`src/rtl/if_id_pipe.sv`:
```
// if_id_pipe: IF/ID pipeline register with valid/ready handshake and next-PC select decode.
// Define IF_ID_SKID_EN for 2-entry skid storage with registered in_ready; the default build holds 1 entry.
module if_id_pipe #(
  parameter int              DW     = 32,
  parameter int              AW     = 32,
  parameter logic [AW-1:0]   RST_PC = AW'(32'h0000_3000),
  parameter int              BR_EXT = 0
) (
  input  logic          clk,
  input  logic          reset,
  input  logic          in_valid,
  output logic          in_ready,
  input  logic [DW-1:0] in_instr,
  input  logic [AW-1:0] in_pc,
  input  logic          flush,
  output logic          out_valid,
  input  logic          out_ready,
  output logic [DW-1:0] out_instr,
  output logic [AW-1:0] out_pc,
  output logic [1:0]    pc_src,
  output logic [1:0]    count
);

  logic [1:0]    cnt;
  logic [DW-1:0] head_instr;
  logic [AW-1:0] head_pc;
  logic          push;
  logic          pop;
  logic [5:0]    op;
  logic [5:0]    funct;

  assign out_valid = (cnt != 2'd0);
  assign out_instr = head_instr;
  assign out_pc    = head_pc;
  assign count     = cnt;
  assign pop       = out_valid && out_ready;
  assign push      = in_valid && in_ready;

`ifdef IF_ID_SKID_EN
  logic [DW-1:0] tail_instr;
  logic [AW-1:0] tail_pc;

  // Ready depends only on the held count, so it never combinationally follows out_ready.
  assign in_ready = reset && (cnt != 2'd2);

  always_ff @(posedge clk) begin
    if (!reset || flush) begin
      cnt        <= 2'd0;
      head_instr <= '0;
      head_pc    <= RST_PC;
      tail_instr <= '0;
      tail_pc    <= RST_PC;
    end else begin
      case (cnt)
        2'd0: begin
          if (push) begin
            head_instr <= in_instr;
            head_pc    <= in_pc;
            cnt        <= 2'd1;
          end
        end
        2'd1: begin
          if (push && pop) begin
            head_instr <= in_instr;
            head_pc    <= in_pc;
          end else if (push) begin
            tail_instr <= in_instr;
            tail_pc    <= in_pc;
            cnt        <= 2'd2;
          end else if (pop) begin
            head_instr <= '0;
            head_pc    <= RST_PC;
            cnt        <= 2'd0;
          end
        end
        2'd2: begin
          if (pop) begin
            head_instr <= tail_instr;
            head_pc    <= tail_pc;
            tail_instr <= '0;
            tail_pc    <= RST_PC;
            cnt        <= 2'd1;
          end
        end
        default: cnt <= 2'd0;
      endcase
    end
  end
`else
  assign in_ready = reset && (!out_valid || out_ready);

  always_ff @(posedge clk) begin
    if (!reset || flush) begin
      cnt        <= 2'd0;
      head_instr <= '0;
      head_pc    <= RST_PC;
    end else if (push) begin
      head_instr <= in_instr;
      head_pc    <= in_pc;
      cnt        <= 2'd1;
    end else if (pop) begin
      head_instr <= '0;
      head_pc    <= RST_PC;
      cnt        <= 2'd0;
    end
  end
`endif

  assign op    = out_instr[31:26];
  assign funct = out_instr[5:0];

  always_comb begin
    pc_src = 2'd0;
    if (out_valid) begin
      case (op)
        6'b000100:            pc_src = 2'd1;
        6'b000010, 6'b000011: pc_src = 2'd2;
        6'b000000: begin
          if (funct == 6'b001000 || funct == 6'b001001) pc_src = 2'd3;
        end
        6'b000101, 6'b000110, 6'b000111, 6'b000001: begin
          if (BR_EXT != 0) pc_src = 2'd1;
        end
        default: pc_src = 2'd0;
      endcase
    end
  end

endmodule

```
`config.mk`:
```
export PLATFORM = sky130hd
export DESIGN_NAME = if_id_pipe
export DESIGN_NICKNAME = d
export VERILOG_FILES = /design/src/rtl/if_id_pipe.sv
export SDC_FILE = /design/constraint.sdc
export NUM_CORES = 1
export LEC_CHECK = 0
export ABC_CLOCK_PERIOD_IN_PS = 1400
export CAP_MARGIN = 20
export CORE_ASPECT_RATIO = 0.7
export CORE_MARGIN = 2
export CORE_UTILIZATION = 30
export CTS_BUF_LIST = sky130_fd_sc_hd__clkbuf_16
export CTS_CLUSTER_DIAMETER = 30
export CTS_CLUSTER_SIZE = 20
export DETAILED_ROUTE_END_ITERATION = 10
export GPL_TIMING_DRIVEN = 0
export PLACE_DENSITY = 0.67
export SLEW_MARGIN = 20
export SYNTH_ARGS = -nofsm -noshare
export SYNTH_HDL_FRONTEND = slang
export SYNTH_SLANG_ARGS = --single-unit
```
`constraint.sdc`:
```
create_clock -name clk -period 1.4 [get_ports clk]
set_input_delay 0.28 -clock clk [delete_from_list [all_inputs] [get_ports clk]]
set_output_delay 0.28 -clock clk [all_outputs]
set_load 0.02 [all_outputs]
```
==> flow_summary.json, run 1 <==
{
  "end_kind": "output pin",
  "yosys.area.top_type": "dfxtp_1",
  "power.leakage_nw": 1.89,
  "synth.most_common_cell": "nand3_1",
  "totalWireLength_um": 8680,
  "synth_edf_count": 0,
  "p_seq_share_pct": 39.8,
  "worst_pin_slew_ps": 504,
  "path_cells": "nor4b_4, nand2_2, o21ai_2, buf_6",
  "place_hpwl_um": 6180,
  "crit_required_ps": 1120,
  "drive_gt1_share_pct": 15.2,
  "antenna_cells": 0,
  "dieWidth_um": 115,
  "fin_worst_skew_ps": 8.95,
  "critPathBufInv": 1,
  "via_per_inst": 5.09,
  "synth_top_area_share_pct": 50.7,
  "p_clk_share_pct": 48.0,
  "overflow": 0,
  "synth_area_leaders": "dfxtp_1, nand3_1, a21oi_1, buf_4, buf_2",
  "synth_area_sq_um": 2570,
  "critPathMaxStageDelay_ps": 340,
  "core_area_sq_um": 8370,
  "hold_end": "count[0]",
  "cts_sinks": 65,
  "run_status": "complete, but fails checks",
  "max_cap_viol_count": 0,
  "switchingPower_mw": 1.08,
  "swShare_pct": 22.3,
  "arrival_ps": 1370,
  "area_delta_synth_final_pct": 75.0,
  "cts_buffers": 9,
  "drt_first_iter_violations": 130,
  "syn_inst": 314,
  "chipHeight_um": 81.4,
  "cp_slowest_cell": "dfxtp_2",
  "synth-seq-area-share_pct": 50.7,
  "holdPathStages": 3,
  "crit_type": "flip-flop to output pin",
  "die_area_sq_um": 9330,
  "synth.avg_cell_area_sq_um": 8.18,
  "grt_pass1_vias": 2619,
  "min_from": "reset",
  "cts_max_level": 3,
  "ys_types": 18,
  "grt_antenna_before_repair": 0,
  "netlist_top_cells_count": "nand3_1, a21oi_1, dfxtp_1",
  "grt_first_pass_wirelength_um": 12900,
  "clk_latency_ps": 330,
  "total_power_mw": 4.82,
  "wl_per_cell_um": 15.0,
  "setup_viol_count_final": 4,
  "max_freq_mhz": 607,
  "dp_slack_ps": -1010,
  "worstRegToRegCells": 7,
  "final-hold-violation-count": 0,
  "r2r-start": "count[0]",
  "grtUsageTotal_pct": 17.9,
  "yosys_warnings": 0,
  "min_period_over_period_pct": 118,
  "synthArstFlopShare_pct": 0,
  "slew-limit-headroom_pct": 66.4,
  "clk_pin_slew_ps": 60,
  "root_buffer": "clkbuf_16",
  "syn-num-nets": 383,
  "rrSetupSlack_ps": 70,
  "p_int_mw": 3.74,
  "firstDrtPassIters": 6,
  "synthFlopType": "dfxtp_1",
  "critPathMaxFanout": 3,
  "slew_violations": 0,
  "power_frac_comb_pct": 12.2,
  "fin_nets": 539,
  "rows": 28,
  "final_util_pct": 53.7,
  "violations": "setup timing",
  "p_per_area_nw_per_um2": 1070,
  "fin_crit_ps": 1650,
  "io_buffers": 137,
  "critPathLaunchType": "flip-flop",
  "clock_path_buffers": 2,
  "ys_ff_latch": 65,
  "io_pins": 139,
  "drtAntennaViolNets": 0,
  "remaining_drc_errors": 0,
  "gp_congestion": 0.768,
  "grt_max_degree": 12,
  "ir_drop_mv": 0.440,
  "cp_top_family": "simple AND/OR/NAND/NOR gates",
  "holdCritPathClass": "input port to flip-flop",
  "r2r-end": "out_pc[22]",
  "vias": 2950,
  "start_util_pct": 30.7,
  "cts_tree": "yes",
  "setup_ws_ps": -246,
  "grt_setup_unrepaired": "yes"
}
-- cells by family (layout without fill, tap and decap cells) --
group,Yosys count,in the layout,synth area share (%)
AOI/OAI and AO/OA,69,69,13.7
buffers and inverters,39,200,7.75
DFF,65,65,50.7
other,1,1,0.146
and+or+nand+nor,140,140,27.7
-- worst max-delay path by stage --
stage | startpoint | endpoint | slack (ps) | cells past startpoint
global placement | out_ready | in_ready | -1020 | 6
detailed placement | out_ready | in_ready | -1010 | 6
finish | out_instr[30] | pc_src[1] | -250 | 4
CTS | out_instr[30] | pc_src[1] | -280 | 4
global route | out_instr[30] | pc_src[1] | -320 | 4
floorplan | out_instr[31] | pc_src[1] | -5 | 3
-- registers in the layout, summed over array words and instances (netlist names) --
register,count
count,1
out_instr,32
out_pc,32
-- layout make-up --
class | count | area [sq um]
timing repair buffer | 145 | 1360
buffer | 36 | 255
tap | 105 | 131
inverter | 3 | 11.3
sequential | 65 | 1310
clock inverter | 7 | 86.3
clock buffer | 9 | 225
fill | 764 | 3880
multi-input combinational | 210 | 1120
-- worst reg2reg max path, cell delays in order, from the launching register on --
cell and delay (ps):
dfxtp_4 390, nand2b_4 70, buf_8 130, buf_4 130, buf_4 140, clkbuf_4 180, nand3_1 100, a21oi_1 70
-- per-layer routing --
metal	GRT usage, %	share of wire (%)	vias to the layer above
li1	-	-	1430
met1	23.0	46	1376
met2	27.3	44	132
met3	6.27	8.7	12
met4	7.68	1.5	0
met5	0	0	-
-- repair_timing --
action                     CTS  global route
pin swaps                    4             1
hold buffers                 0             0
resized for setup          116            31
setup endpoints to repair  130            59
setup buffers                2             6
-- stage by stage --
stage / instances / instance area, sq um / hold slack [ps] / setup TNS [ps]
after floorplan: 314 / 2580 / 413 / -7.13
final: 580 / 4490 / 307 / -702
after detailed placement: 556 / 4080 / 462 / -29130
after CTS: 574 / 4390 / 466 / -829
after global routing: 580 / 4490 / 344 / -938
after global placement: 556 / 4080 / 453 / -26240
-- power groups by stage --
stage / logic, mW / registers (mW) / clock network [mW]
after floorplan: 0.197 / 2.00 / 0
after global placement: 0.578 / 1.96 / 0
after detailed placement: 0.585 / 1.96 / 0
after CTS: 0.573 / 1.92 / 2.36
after global routing: 0.631 / 1.92 / 2.45
final: 0.588 / 1.92 / 2.31
-- cell usage in the layout, fill, tap and decap left out, drive strengths merged, types with 4 or more instances in the layout --
cell / count
a21oi: 66
buf: 34
clkbuf: 25
clkdlybuf4s50: 66
dfxtp: 65
dlygate4sd2: 62
inv: 4
nand2: 4
nand3: 125
Power figures use the tool's default switching activity.
==> inputs of run 2 (changes only) <==
--- a/config.mk
+++ b/config.mk
@@ -16,7 +16,6 @@
 export DETAILED_ROUTE_END_ITERATION = 10
 export GPL_TIMING_DRIVEN = 0
 export PLACE_DENSITY = 0.67
-export SLEW_MARGIN = 20
 export SYNTH_ARGS = -nofsm -noshare
 export SYNTH_HDL_FRONTEND = slang
 export SYNTH_SLANG_ARGS = --single-unit
==> results of run 2 <==
No change in the layout: final DEF, timing and power equal those of run 1.
==> inputs of run 3 (changes only) <==
==> config.mk (replaced) <==
export PLATFORM = sky130hd
export DESIGN_NAME = if_id_pipe
export DESIGN_NICKNAME = d
export VERILOG_FILES = /design/src/rtl/if_id_pipe.sv
export SDC_FILE = /design/constraint.sdc
export NUM_CORES = 1
export LEC_CHECK = 0
export ABC_CLOCK_PERIOD_IN_PS = 1500
export CAP_MARGIN = 20
export CORE_ASPECT_RATIO = 0.75
export CORE_MARGIN = 2
export CORE_UTILIZATION = 30
export CTS_BUF_LIST = sky130_fd_sc_hd__clkbuf_16
export CTS_CLUSTER_DIAMETER = 30
export CTS_CLUSTER_SIZE = 20
export DETAILED_ROUTE_END_ITERATION = 10
export GPL_TIMING_DRIVEN = 0
export PLACE_DENSITY = 0.7
export SYNTH_ARGS = -nofsm -noshare
export SYNTH_HDL_FRONTEND = slang
export SYNTH_SLANG_ARGS = --single-unit
==> constraint.sdc (replaced) <==
create_clock -name clk -period 1.5 [get_ports clk]
set_input_delay 0.3 -clock clk [delete_from_list [all_inputs] [get_ports clk]]
set_output_delay 0.3 -clock clk [all_outputs]
set_load 0.05 [all_outputs]
==> run 3 against run 2 <==
  * The run still ends with setup timing left
  * Sequential cell count stayed put
  * Global-route usage is 0.57 points higher
  * Critical path depth stayed put
  * Largest power group unchanged
  * Sequential share of layout area is 0.65 points higher
  * Largest cell class unchanged
==> flow_summary.json, run 3 (synthesis results as in run 1) <==
{
  "holdWs_ps": 466,
  "min_period_over_period_pct": 116,
  "core_area_sq_um": 8380,
  "root_buffer": "clkbuf_16",
  "drtAntennaViolNets": 0,
  "dpl_cell_area_sq_um": 4140,
  "via_per_inst": 4.99,
  "layout_common_cells": "nand3_1, clkdlybuf4s50_1, a21oi_1, dfxtp_1, clkdlybuf4s15_1",
  "cts_max_level": 3,
  "critPathMaxFanout": 3,
  "critPathLaunchType": "flip-flop",
  "setup_ws_ps": -244,
  "start_util_pct": 30.6,
  "power.leakage_nw": 1.67,
  "rrSetupSlack_ps": 140,
  "max_cap_viol_count": 0,
  "vias": 2901,
  "violations": "setup timing",
  "hold_end": "out_instr[10]",
  "overflow": 0,
  "clk_latency_ps": 310,
  "remaining_drc_errors": 0,
  "r2r-end": "out_instr[21]",
  "drive_gt1_share_pct": 20.5,
  "area_delta_synth_final_pct": 73.0,
  "min_from": "out_instr[10]",
  "multi_input_area_sq_um": 1140,
  "io_buffers": 137,
  "ir_drop_mv": 0.431,
  "final-hold-violation-count": 0,
  "gp_congestion": 0.750,
  "io_pins": 139,
  "arrival_ps": 1440,
  "holdCritPathClass": "flip-flop to flip-flop",
  "antenna_cells": 0,
  "run_status": "complete, but fails checks",
  "worstRegToRegCells": 6,
  "chipHeight_um": 84.1,
  "dieWidth_um": 111,
  "slew_violations": 0,
  "slew-limit-headroom_pct": 65.7,
  "fin_worst_skew_ps": 4.55,
  "post-route-cell-area_sq_um": 4440,
  "die_area_sq_um": 9320,
  "wl_per_cell_um": 15.0,
  "grt_first_pass_wirelength_um": 14000,
  "cts_sinks": 65,
  "fin_crit_ps": 1740,
  "end_kind": "output pin",
  "nFillCells": 795,
  "cts_buffers": 9,
  "grt_pass1_vias": 2796,
  "setup_viol_count_final": 3,
  "ff_latch_area_sq_um": 1320,
  "clock_path_buffers": 2,
  "rows": 29,
  "totalWireLength_um": 8740,
  "r2r-start": "count[0]",
  "clk_pin_slew_ps": 50,
  "drt_first_iter_violations": 154,
  "p_per_area_nw_per_um2": 968,
  "crit_required_ps": 1200,
  "firstDrtPassIters": 4,
  "crit_type": "flip-flop to output pin",
  "dp_slack_ps": -1220,
  "max_freq_mhz": 573,
  "final_common_cell": "nand3_1",
  "place_hpwl_um": 6260,
  "cts_tree": "yes",
  "grt_max_degree": 11,
  "grtUsageTotal_pct": 18.5,
  "grt_antenna_before_repair": 0,
  "fin_nets": 538,
  "grt_setup_unrepaired": "yes",
  "holdPathStages": 2,
  "worst_pin_slew_ps": 517
}
==> run 3: cell types whose count changed in the layout (fill, tap and decap cells not counted), moves of 3 or more <==
| cell | delta |
|---|---|
| clkdlybuf4s15_2 | +5 |
| buf_6 | -7 |
| dfxtp_4 | +3 |
| dlygate4sd2_1 | -56 |
| dfxtp_1 | -5 |
| clkbuf_4 | -3 |
| clkbuf_2 | +21 |
| buf_2 | +5 |
| clkdlybuf4s15_1 | +35 |
| buf_4 | -3 |
==> run 3: cell type report <==
type	instances	share of cell area [%]
plain buffers	35	4.82
clock buffers	10	5.63
clock inverters	5	0.479
inverters	3	0.254
multi-input cells	210	25.6
flip-flops and latches	65	29.7
well taps	108	3.04
repair buffers	145	30.4
==> run 3: repair_timing <==
item,4_1_cts,5_1_grt
pin swaps,5,1
setup buffers,1,7
hold buffers,0,0
setup endpoints to repair,129,110
gates resized for setup,131,79
==> run 3: worst max path at each step <==
| stage | start | end | slack (ps) | cells after the start |
|---|---|---|---|---|
| finish | out_instr[2] | pc_src[1] | -240 | 4 |
| detailed placement | out_ready | in_ready | -1220 | 6 |
| global route | out_instr[2] | pc_src[1] | -300 | 4 |
| global placement | out_ready | in_ready | -1220 | 6 |
| CTS | out_instr[2] | pc_src[1] | -270 | 4 |
| floorplan | out_instr[28] | pc_src[0] | 7 | 3 |
==> run 3: report_power, final <==
group,internal [mW],switching (mW),total [mW]
Clock,1.18,0.687,1.87
Combinational,0.289,0.351,0.640
Sequential,1.76,0.0252,1.79
Total,3.24,1.06,4.30
==> run 3: metrics by stage <==
step | std cells | total power [mW] | utilization, % | setup TNS, ps
after global routing | 581 | 4.48 | 53.0 | -646
final | 581 | 4.30 | 53.0 | -480
after CTS | 575 | 4.34 | 52.7 | -739
after global placement | 559 | 2.46 | 49.4 | -22530
after floorplan | 314 | 2.15 | - | 0
after detailed placement | 559 | 2.47 | 49.4 | -23740
==> run 3: metal layers <==
| layer | part of all wire (%) | global-route usage, % |
|---|---|---|
| met1 | 45 | 24.1 |
| met4 | 1.3 | 5.68 |
| met2 | 48 | 29.4 |
| met3 | 5.8 | 5.95 |
| met5 | 0 | 0 |
==> run 3: worst max-delay path, stage by stage (launching register included) <==
cell	delay, ps
dfxtp_2	340
nor4b_4	280
nand2_2	160
o21ai_4	190
buf_8	160
==> patch 1: new RTL, settings of run 3 <==
The option `IF_ID_SKID_EN` is turned on by a define.
--- a/src/rtl/if_id_pipe.sv
+++ b/src/rtl/if_id_pipe.sv
@@ -1,4 +1,6 @@
 // if_id_pipe: IF/ID pipeline register with valid/ready handshake and next-PC select decode.
 // Define IF_ID_SKID_EN for 2-entry skid storage with registered in_ready; the default build holds 1 entry.
+`define IF_ID_SKID_EN
+
 module if_id_pipe #(
   parameter int              DW     = 32,
Function: changed (Yosys sat finds a counterexample within 4 cycles, from zero or initial values).
==> patch 1 against run 3 <==
The run still ends with setup timing left; sequential share of layout area rose by 0.97 points; die area rose by 110%; worst setup slack got worse by 0.42 ns; routed wire length rose by 110%; sequential cell count rose by 65; clock power rose by 100%; design area rose by 91%; via count rose by 89%; synthesized area rose by 110%; total power rose by 110%; largest cell class is now multi-input combinational cells; largest power group unchanged.
==> patch 1: results (changes against run 3) <==
- Outcome: complete, but fails checks (unchanged)
- Violated checks: setup timing (unchanged)
- Worst setup path endpoint: pc_src[0] (was pc_src[1])
- Clock group power: 3.77 mW (was 1.87 mW)
- RePlAce Congestion: 0.764 (was 0.750)
- Worst vdd ir: 522 µV (was 431 µV)
- Switching power: 2.50 mW (was 1.06 mW)
- Largest net degree at the start of global routing: 17 (was 11)
- M2 GR Usage: 28.3% (was 29.4%)
- Drt first pass iters: 5 (was 4)
- Signal inverters: 7 (was 3)
- Vias: 5472 (was 2901)
- Top cells by count, synth: dfxtp_1 (130), a21oi_1 (69), nor2_1 (69) (was nand3_1 (125), a21oi_1 (66), dfxtp_1 (65))
- Synth area leaders: dfxtp_1 (48%), a221oi_2 (8.6%), a21oi_1 (6.3%) (was dfxtp_1 (51%), nand3_1 (24%), a21oi_1 (13%))
- Starting DRC count in detailed routing: 370 (was 154)
- RR Endpoint: out_pc[20] (was out_instr[21])
- DP Worst Slack: -1.19 ns (was -1.22 ns)
- Num sequential: 130 (was 65)
- M1 GR Usage: 28.3% (was 24.1%)
- Met2 routed WL: 8180 µm (was 4150 µm)
- Clock Skews: 0.0117 ns (was 0.00455 ns)
- Fillcell total: 1707 (was 795)
- Power Total: 8.86 mW (was 4.30 mW)
- Worst hold start: tail_pc[23] (was out_instr[10])
- Clk_lat worst skew: 0.42 ns (was 0.31 ns)
- Vias in the first global route: 5220 (was 2796)
- Non-clock buffers: 226 (was 180)
- Max H-tree Level: 4 (was 3)
- Worst slew margin: 61.3% (was 65.7%)
- Met3 routed wirelength: 1200 µm (was 510 µm)
- Slowest cell on crit path: or4_4 (was dfxtp_2)
- Multi-input gate area: 2970 µm² (was 1140 µm²)
- Met3 GRT Util: 5.32% (was 5.95%)
- Final HPWL from detailed placement: 12200 µm (was 6260 µm)
- Multi-Input Combinational: 428 (was 210)
- Count of cell types in the netlist: 38 (was 18)
- WP data arrival: 1.86 ns (was 1.44 ns)
- Fin worst setup slack: -0.663 ns (was -0.244 ns)
- IO buf count: 138 (was 137)
- Sequential area share after synthesis: 47.8% (was 50.7%)
- Endpoints failing setup: 161 (was 3)
- Total GRT Usage: 19.4% (was 18.5%)
- First-pass GRT wire length: 29200 µm (was 14000 µm)
- Met1 Wirelength: 9280 µm (was 3960 µm)
## patch 1: repair_timing
item | CTS | global route
endpoints found under the setup margin | 200 | 192
pin swaps | 35 | 32
resized for setup | 168 | 84
setup buffers | 18 | 5
cloned | 6 | 1
## patch 1: stage by stage
| step | hold WS [ns] | util [%] | area (µm²) | instances |
|---|---|---|---|---|
| floorplan | 0.432 | - | 5550 | 625 |
| global placement | 0.438 | 40.9 | 7240 | 1005 |
| detailed placement | 0.443 | 40.9 | 7240 | 1005 |
| CTS | 0.451 | 46.9 | 8300 | 1058 |
| global route | 0.486 | 48.0 | 8500 | 1063 |
| finish | 0.465 | 48.0 | 8500 | 1063 |
## patch 1: cell families after synthesis
kind of cell               Yosys count  share of synthesized area, %
and+or+nand+nor                    214                          17.7
AOI/OAI and AO/OA                  208                          27.6
DFF                                130                          47.8
buffers and inverters               67                          5.52
adders and majority gates            5                          1.15
muxes                                1                         0.184
==> patch 2: new RTL, flow settings as in run 3 <==
Made on the original files. Put one more register stage on the output `count`. The value now appears one clock later. The other outputs are not delayed to match. Comments in the files are not updated.
--- a/src/rtl/if_id_pipe.sv
+++ b/src/rtl/if_id_pipe.sv
@@ -33,5 +33,7 @@
   assign out_instr = head_instr;
   assign out_pc    = head_pc;
-  assign count     = cnt;
+  always_ff @(posedge clk) begin
+    count <= cnt;
+  end
   assign pop       = out_valid && out_ready;
   assign push      = in_valid && in_ready;
Check against the original RTL: not equivalent (a bounded check fails within 4 cycles, from zero or initial values).
==> patch 2 against run 3 <==
Synthesized area grew 0.49%; critical endpoint unchanged; design area grew 0.25%; total power grew 3.5%; core utilization shrank 0.095 points; the flow still finishes with violations (setup timing); worst setup slack lost 0.0013 ns; routed wire length grew 1.0%; final cell count grew 0.17%; sequential cell count grew 1; highest routed layer unchanged; global-route usage grew 0.12 points.
==> patch 2: results (changes against run 3) <==
- Outcome: complete, but fails checks (unchanged)
- Violated checks: setup timing (unchanged)
- CP max FO: 2 (was 3)
- Via/cell ratio: 5.08 (was 4.99)
- Total GRT Usage: 18.6% (was 18.5%)
- Setup TNS: -0.558 ns (was -0.480 ns)
- Fin worst setup slack: -0.245 ns (was -0.244 ns)
- R2R depth: 5 (was 6)
- Multi-input gate share of the layout cell area: 25.5% (was 25.6%)
- Width of the die: 111 µm (about the same)
- Placed instance area: 4150 µm² (was 4140 µm²)
- Layout Cells excl Fill: 582 (was 581)
- Met1 Wirelength: 4070 µm (was 3960 µm)
- Buffering overhead: 34.6% (was 35.2%)
- Met3 routed wirelength: 650 µm (was 510 µm)
- Endpoints failing setup: 3 (unchanged)
- Fillcell total: 829 (was 795)
- Reg-to-reg slack, setup: 0.17 ns (was 0.14 ns)
- Top cells by count, synth: nand3_1 (125), a21oi_1 (66), dfxtp_1 (66) (was nand3_1 (125), a21oi_1 (66), dfxtp_1 (65))
- Setup Fix Bufs, Post-CTS: 4 (was 1)
- Sequential area share after synthesis: 51.2% (was 50.7%)
- Area fraction of the dominant cell type after synthesis: 51.2% (was 50.7%)
- Post_cts resized: 130 (was 131)
- DP Worst Slack: -1.22 ns (about the same)
- Clock Skews: 0.00638 ns (was 0.00455 ns)
- Leakage Power: 1.69 nW (was 1.67 nW)
- Met2 routed WL: 4000 µm (was 4150 µm)
-- patch 2: where the power goes --
part | internal [mW] | switching, mW | leakage [nW]
clock | 1.27 | 0.731 | 0.150
sequential | 1.79 | 0.0256 | 0.540
combinational | 0.287 | 0.351 | 0.997
-- patch 2: worst min path at each step --
stage	startpoint	to	slack, ns	cells after the start
3_5_place_dp	cnt[0]	count[0]	0.42	0
5_1_grt	out_pc[30]	out_pc[30]	0.48	2
6_report	out_instr[12]	out_instr[12]	0.46	2
2_1_floorplan	reset	cnt[0]	0.43	2
4_1_cts	out_pc[22]	out_pc[22]	0.46	2
3_3_place_gp	cnt[0]	count[0]	0.43	0
-- patch 2: per-layer routing --
metal	vias up	global-route usage [%]
met3	11	5.99
met2	117	28.9
met5	-	0
met1	1393	25.0
met4	0	5.27
li1	1433	-
-- patch 2: cell families after synthesis --
kind of cell / after synthesis / share of synthesized area, %
flops: 66 / 51.2
buf+inv: 38 / 7.42
compound gates: 69 / 13.7
simple gates: 140 / 27.5
other cells: 1 / 0.145
